**config.mk**
```make
export PLATFORM = sky130hd
export DESIGN_NAME = atm_account_arbiter
export DESIGN_NICKNAME = d
export VERILOG_FILES = /design/src/rtl/atm_account_arbiter.sv
export SDC_FILE = /design/constraint.sdc
export NUM_CORES = 1
export LEC_CHECK = 0
export ABC_AREA = 1
export CAP_MARGIN = 20
export CORE_MARGIN = 1
export CORE_UTILIZATION = 24
export DETAILED_ROUTE_END_ITERATION = 10
export DONT_BUFFER_PORTS = 1
export GPL_ROUTABILITY_DRIVEN = 0
export GPL_TIMING_DRIVEN = 0
export MAX_ROUTING_LAYER = met4
export PLACE_DENSITY_LB_ADDON = 0.2
export RECOVER_POWER = 50
export SLEW_MARGIN = 20
export SYNTH_ARGS = -nofsm -noshare
export SYNTH_HDL_FRONTEND = slang
export SYNTH_SLANG_ARGS = --single-unit
```
**constraint.sdc**
```tcl
create_clock -name clk -period 2.7 [get_ports clk]
set_input_delay 0.54 -clock clk [delete_from_list [all_inputs] [get_ports clk]]
set_output_delay 0.54 -clock clk [all_outputs]
set_load 0.02 [all_outputs]
```
**src/rtl/atm_account_arbiter.sv**
```systemverilog
// atm_account_arbiter: round-robin arbiter serialising ATM deposit/withdraw/enquiry against a shared balance file
module atm_account_arbiter #(
  parameter int NUM_ATM  = 4,
  parameter int ACCOUNTS = 8,
  parameter int BAL_W    = 8,
  parameter int AMT_W    = 5
) (
  input  logic                     clk,
  input  logic                     rst,
  input  logic [NUM_ATM-1:0]       req,
  input  logic [2*NUM_ATM-1:0]     req_op,
  input  logic [8*NUM_ATM-1:0]     req_card,
  input  logic [AMT_W*NUM_ATM-1:0] req_amount,
  input  logic                     init_we,
  input  logic [7:0]               init_card,
  input  logic [BAL_W-1:0]         init_balance,
  output logic [NUM_ATM-1:0]       grant,
  output logic [NUM_ATM-1:0]       done,
  output logic [1:0]               resp_status,
  output logic [BAL_W-1:0]         resp_balance,
  output logic                     busy
);
  localparam int WW = $clog2(NUM_ATM);
  localparam int IW = $clog2(ACCOUNTS);
  typedef enum logic [2:0] {IDLE, LATCH, READ, EXEC, RESP} state_t;
  state_t state, state_n;
  logic [WW-1:0] p, win, win_n;
  logic [WW:0] k;
  logic found, wr;
  logic [1:0] op, status, st_n;
  logic [7:0] card;
  logic [AMT_W-1:0] amt;
  logic [BAL_W-1:0] work, result, res_n;
  logic [BAL_W:0] sum;
  logic [BAL_W-1:0] bal [ACCOUNTS];
  assign busy = state != IDLE;
  // walk downward from the farthest slot so the nearest requester after p is the last to win
  always_comb begin
    win_n = p;
    found = 1'b0;
    k = '0;
    for (int i = NUM_ATM - 1; i >= 0; i--) begin
      k = {1'b0, p} + (WW+1)'(i);
      if (k >= (WW+1)'(NUM_ATM)) k = k - (WW+1)'(NUM_ATM);
      if (req[k[WW-1:0]]) begin
        win_n = k[WW-1:0];
        found = 1'b1;
      end
    end
  end
  always_comb begin
    state_n = state == IDLE  ? ((found && !init_we) ? LATCH : IDLE) :
              state == LATCH ? READ :
              state == READ  ? EXEC :
              state == EXEC  ? RESP : IDLE;
  end
  always_comb begin
    sum = {1'b0, work} + (BAL_W+1)'(amt);
    wr = 1'b0;
    st_n = 2'b00;
    res_n = work;
    if (op == 2'b00 || card == 8'h00) st_n = 2'b11;
    else if (op == 2'b01) begin
      if (sum[BAL_W]) st_n = 2'b10;
      else begin
        res_n = sum[BAL_W-1:0];
        wr = 1'b1;
      end
    end else if (op == 2'b10) begin
      if (BAL_W'(amt) > work) st_n = 2'b01;
      else begin
        res_n = work - BAL_W'(amt);
        wr = 1'b1;
      end
    end
  end
  always_ff @(posedge clk) begin
    if (rst) state <= IDLE;
    else state <= state_n;
  end
  always_ff @(posedge clk) begin
    if (rst) begin
      p <= '0;
      win <= '0;
      grant <= '0;
      done <= '0;
      resp_status <= 2'b00;
      resp_balance <= '0;
      op <= 2'b00;
      card <= 8'h00;
      amt <= '0;
      work <= '0;
      status <= 2'b00;
      result <= '0;
      for (int i = 0; i < ACCOUNTS; i++) bal[i] <= '0;
    end else begin
      done <= '0;
      if (state == IDLE) begin
        win <= win_n;
        if (init_we && init_card != 8'h00) bal[init_card[IW-1:0]] <= init_balance;
      end
      if (state == LATCH) begin
        grant <= NUM_ATM'(1) << win;
        op <= req_op[2*win +: 2];
        card <= req_card[8*win +: 8];
        amt <= req_amount[AMT_W*win +: AMT_W];
      end
      if (state == READ) work <= bal[card[IW-1:0]];
      if (state == EXEC) begin
        status <= st_n;
        result <= res_n;
        if (wr) bal[card[IW-1:0]] <= res_n;
      end
      if (state == RESP) begin
        done <= grant;
        grant <= '0;
        resp_status <= status;
        resp_balance <= result;
        p <= win == WW'(NUM_ATM - 1) ? '0 : win + 1'b1;
      end
    end
  end
endmodule
```
==> impl_metrics.csv <==
group,metric,value,unit
synthesis,synth.net_count,911,
hold_path,hold_class,"in2reg",
clocking,cts_tree,"done",
placement,hpwlAfterDp,16000,microns
worst_setup_path,r2r-end,"bal[3][3]",
die,die-area,27700,sq um
finish,ff_latch_area,3090,sq um
detailed_routing,drt-pass1-iter-count,7,
synthesis,synth_flop_cell,"edfxtp_1",
detailed_routing,antenna_left,0,
worst_setup_path,cp_max_fo,8,
finish,stdcell_area,8190,sq um
worst_setup_path,arrival,2.75,ns
grt,grt_pass1_wl,33100,microns
clocking,cts_buffers,17,
worst_setup_path,r2r_cells,17,
timing,rsz0062_at_grt,"yes",
power_and_ir_drop,cellPowerDensity,613,nW/um^2
grt,grt-ovfl-total,0,
power_and_ir_drop,ir_drop,0.422,mV
hold_path,hold_start,"rst",
timing,setup_violations,0,
worst_setup_path,rrSetupSlack,0.07,ns
worst_setup_path,crit_end,"bal[3][3]",
worst_setup_path,crit_type,"reg2reg",
synthesis,synth_edf_count,64,
finish,final_common_cell,"nor2_1",
die,coreArea,26300,sq um
clocking,root_buffer,"clkbuf_16",
finish,final_cell_mix,"150 x nor2_1, 104 x o21ai_0, 78 x nand2_1",
detailed_routing,num_vias,5814,
grt,grt_pass1_vias,5585,
finish,antenna_cells,0,
synthesis,ys_seq_area_frac,0.474,
timing,fin_crit_sh,0.975,
timing,hold_viol,0,
worst_setup_path,max_stage_delay,0.38,ns
placement,place_area,6920,sq um
grt,antenna_found_initial,0,
grt,grt_usage,0.162,
die,row_count,59,
detailed_routing,drtIter0Drc,437,
clocking,clock_latency,0.42,ns
worst_setup_path,crit_path_end_kind,"flop",
timing,max_freq,0.380,GHz
detailed_routing,finalWirelength,21500,microns
run_status,status,"finished with violations",
timing,setup_slack,0.0677,ns
synthesis,synthArstFlopShare,0,
worst_setup_path,cp_common_cell,"nand2_4",
placement,io_buffers,0,
worst_setup_path,worstReg2RegStart,"work[0]",
die,start_util,0.247,
finish,final_nets,957,
synthesis,synth_seq_cells,122,
worst_setup_path,cp-start-kind,"flop",
worst_setup_path,cp_data_required_time,2.81,ns
run,maxCapViolCount,0,
run_status,violations,"design-rule violations",
power_and_ir_drop,leakagePower,3.22,nW
grt,grt_max_degree,17,
timing,period_needed,2.63,ns
clocking,cts_buffer_depth,2,
clocking,cts.sink_count,122,
clocking,cts_max_level,4,
synthesis,syn_area_per_cell,8.00,sq um
placement,place_worst_setup_slack,-0.460,ns
die,die_x,167,microns
synthesis,synth_cell_types,47,
worst_setup_path,crit_start,"work[0]",
finish,syn_to_final_growth,26.0,%
worst_setup_path,critPathSlowestCell,"dfxtp_4",
detailed_routing,vias_per_cell,4.82,
timing,worst_pin_slew,0.926,ns
synthesis,ys.warnings.count,0,
die,die_y,167,microns
timing,slew_violations,0,
finish,multiInputGateArea,3350,sq um
die,ios,102,
clocking,clkSlewWorstSetupHoldPaths,0.06,ns
worst_setup_path,path_cells,"inv_4 > ha_4 > fa_2 > inv_2 > nand3_2 > nand2_2 > nand2_4 > nand2_4 > nand2_4 > nand2_8 > nand3_4 > nand2_4 > inv_4 > a21oi_4 > buf_12 > nand2_8 > nand2_8",
timing,skew,0.0109,ns
detailed_routing,drc,2,
timing,maxSlewHeadroom,0.383,
detailed_routing,routedWlPerCell,17.8,microns
synthesis,syn_area,6500,sq um
finish,fillers,2793,
synthesis,synthCells,812,
finish,drive_above_1_share,0.171,
[where the power goes]
| group | internal (mW) | switching, mW |
|---|---|---|
| clock | 1.36 | 0.909 |
| combinational | 0.221 | 0.470 |
| sequential | 2.02 | 0.0430 |
[final cells by class]
class	count	area share
multi-input combinational	567	0.409
clock buffer	17	0.0519
clock inverter	15	0.0185
sequential	122	0.377
tap	335	0.0512
timing repair buffer	26	0.0324
buffer	37	0.0196
inverter	87	0.0408
[state kept, by name, indices dropped and copies added (netlist names)]
name          cells
amt               5
bal              64
card              8
done              4
grant             4
op                2
p                 2
resp_balance      8
resp_status       2
result            8
state             3
status            2
win               2
work              8
[worst min path at each step]
stage,depth (start not counted),to
floorplan,2,resp_balance[1]
global placement,2,resp_balance[4]
detailed placement,2,resp_balance[3]
CTS,1,state[2]
global route,1,state[2]
finish,1,state[2]
[worst max-delay path, delay by kind of cell (launching register included)]
| family | cells | cell delay [ns] |
|---|---|---|
| simple gates | 10 | 0.98 |
| flops | 1 | 0.38 |
| fa+ha+maj | 2 | 0.51 |
| buf+inv | 4 | 0.32 |
| compound gates | 1 | 0.12 |
[cells in the mapped netlist (all sizes together) (2+ instances only)]
| library cell | instances | area (sq um) |
|---|---|---|
| xor2 | 4 | 35.0 |
| dfxtp | 58 | 1160 |
| nand4 | 10 | 68.8 |
| nand2 | 115 | 479 |
| nor3 | 4 | 41.3 |
| o22ai | 21 | 131 |
| edfxtp | 64 | 1920 |
| fa | 2 | 40.0 |
| nor4 | 2 | 12.5 |
| a211oi | 4 | 30.0 |
| clkbuf | 28 | 106 |
| xnor2 | 2 | 17.5 |
| a21oi | 43 | 234 |
| or2 | 7 | 43.8 |
| inv | 86 | 323 |
| o221ai | 13 | 114 |
| nand3 | 45 | 250 |
| nor2 | 159 | 622 |
| o211ai | 3 | 22.5 |
| o21ai | 111 | 559 |
| a221oi | 2 | 17.5 |
| ha | 14 | 175 |
| buf | 9 | 50.1 |
[layer usage]
layer / up-vias / GRT usage / part of all wire
met5: - / - / 0
met1: 2799 / 0.225 / 0.49
met3: 24 / 0.0261 / 0.035
met2: 138 / 0.243 / 0.46
met4: 0 / 0.0451 / 0.014
li1: 2853 / - / -
[kinds of logic after synthesis]
logic type / Yosys count / synth area share
AND/OR/NAND/NOR: 344 / 0.236
XOR/XNOR: 6 / 0.00809
buffers and inverters: 124 / 0.0743
adder cells (fa/ha/maj): 16 / 0.0331
AO/OA/AOI/OAI: 200 / 0.174
flip-flops: 122 / 0.474
[stage by stage]
step	hold slack (ns)	util	setup TNS (ns)	cells	power [mW]
after detailed placement	0.462	0.263	-43.01	1147	2.68
after floorplan	0.442	-	0	812	2.49
final	0.226	0.312	0	1206	5.02
after CTS	0.211	0.296	0	1191	4.98
after global placement	0.460	0.263	-42.86	1147	2.68
after global routing	0.219	0.312	-1.72	1206	5.21
[what timing repair did]
action                     in CTS  in global routing
hold buffers                    0                  0
setup buffers                  11                 15
pin swaps                       9                 15
gates cloned                    1                  0
gates resized for setup        47                 54
setup endpoints to repair     128                128
No activity file was read; power rests on OpenSTA's default activity.
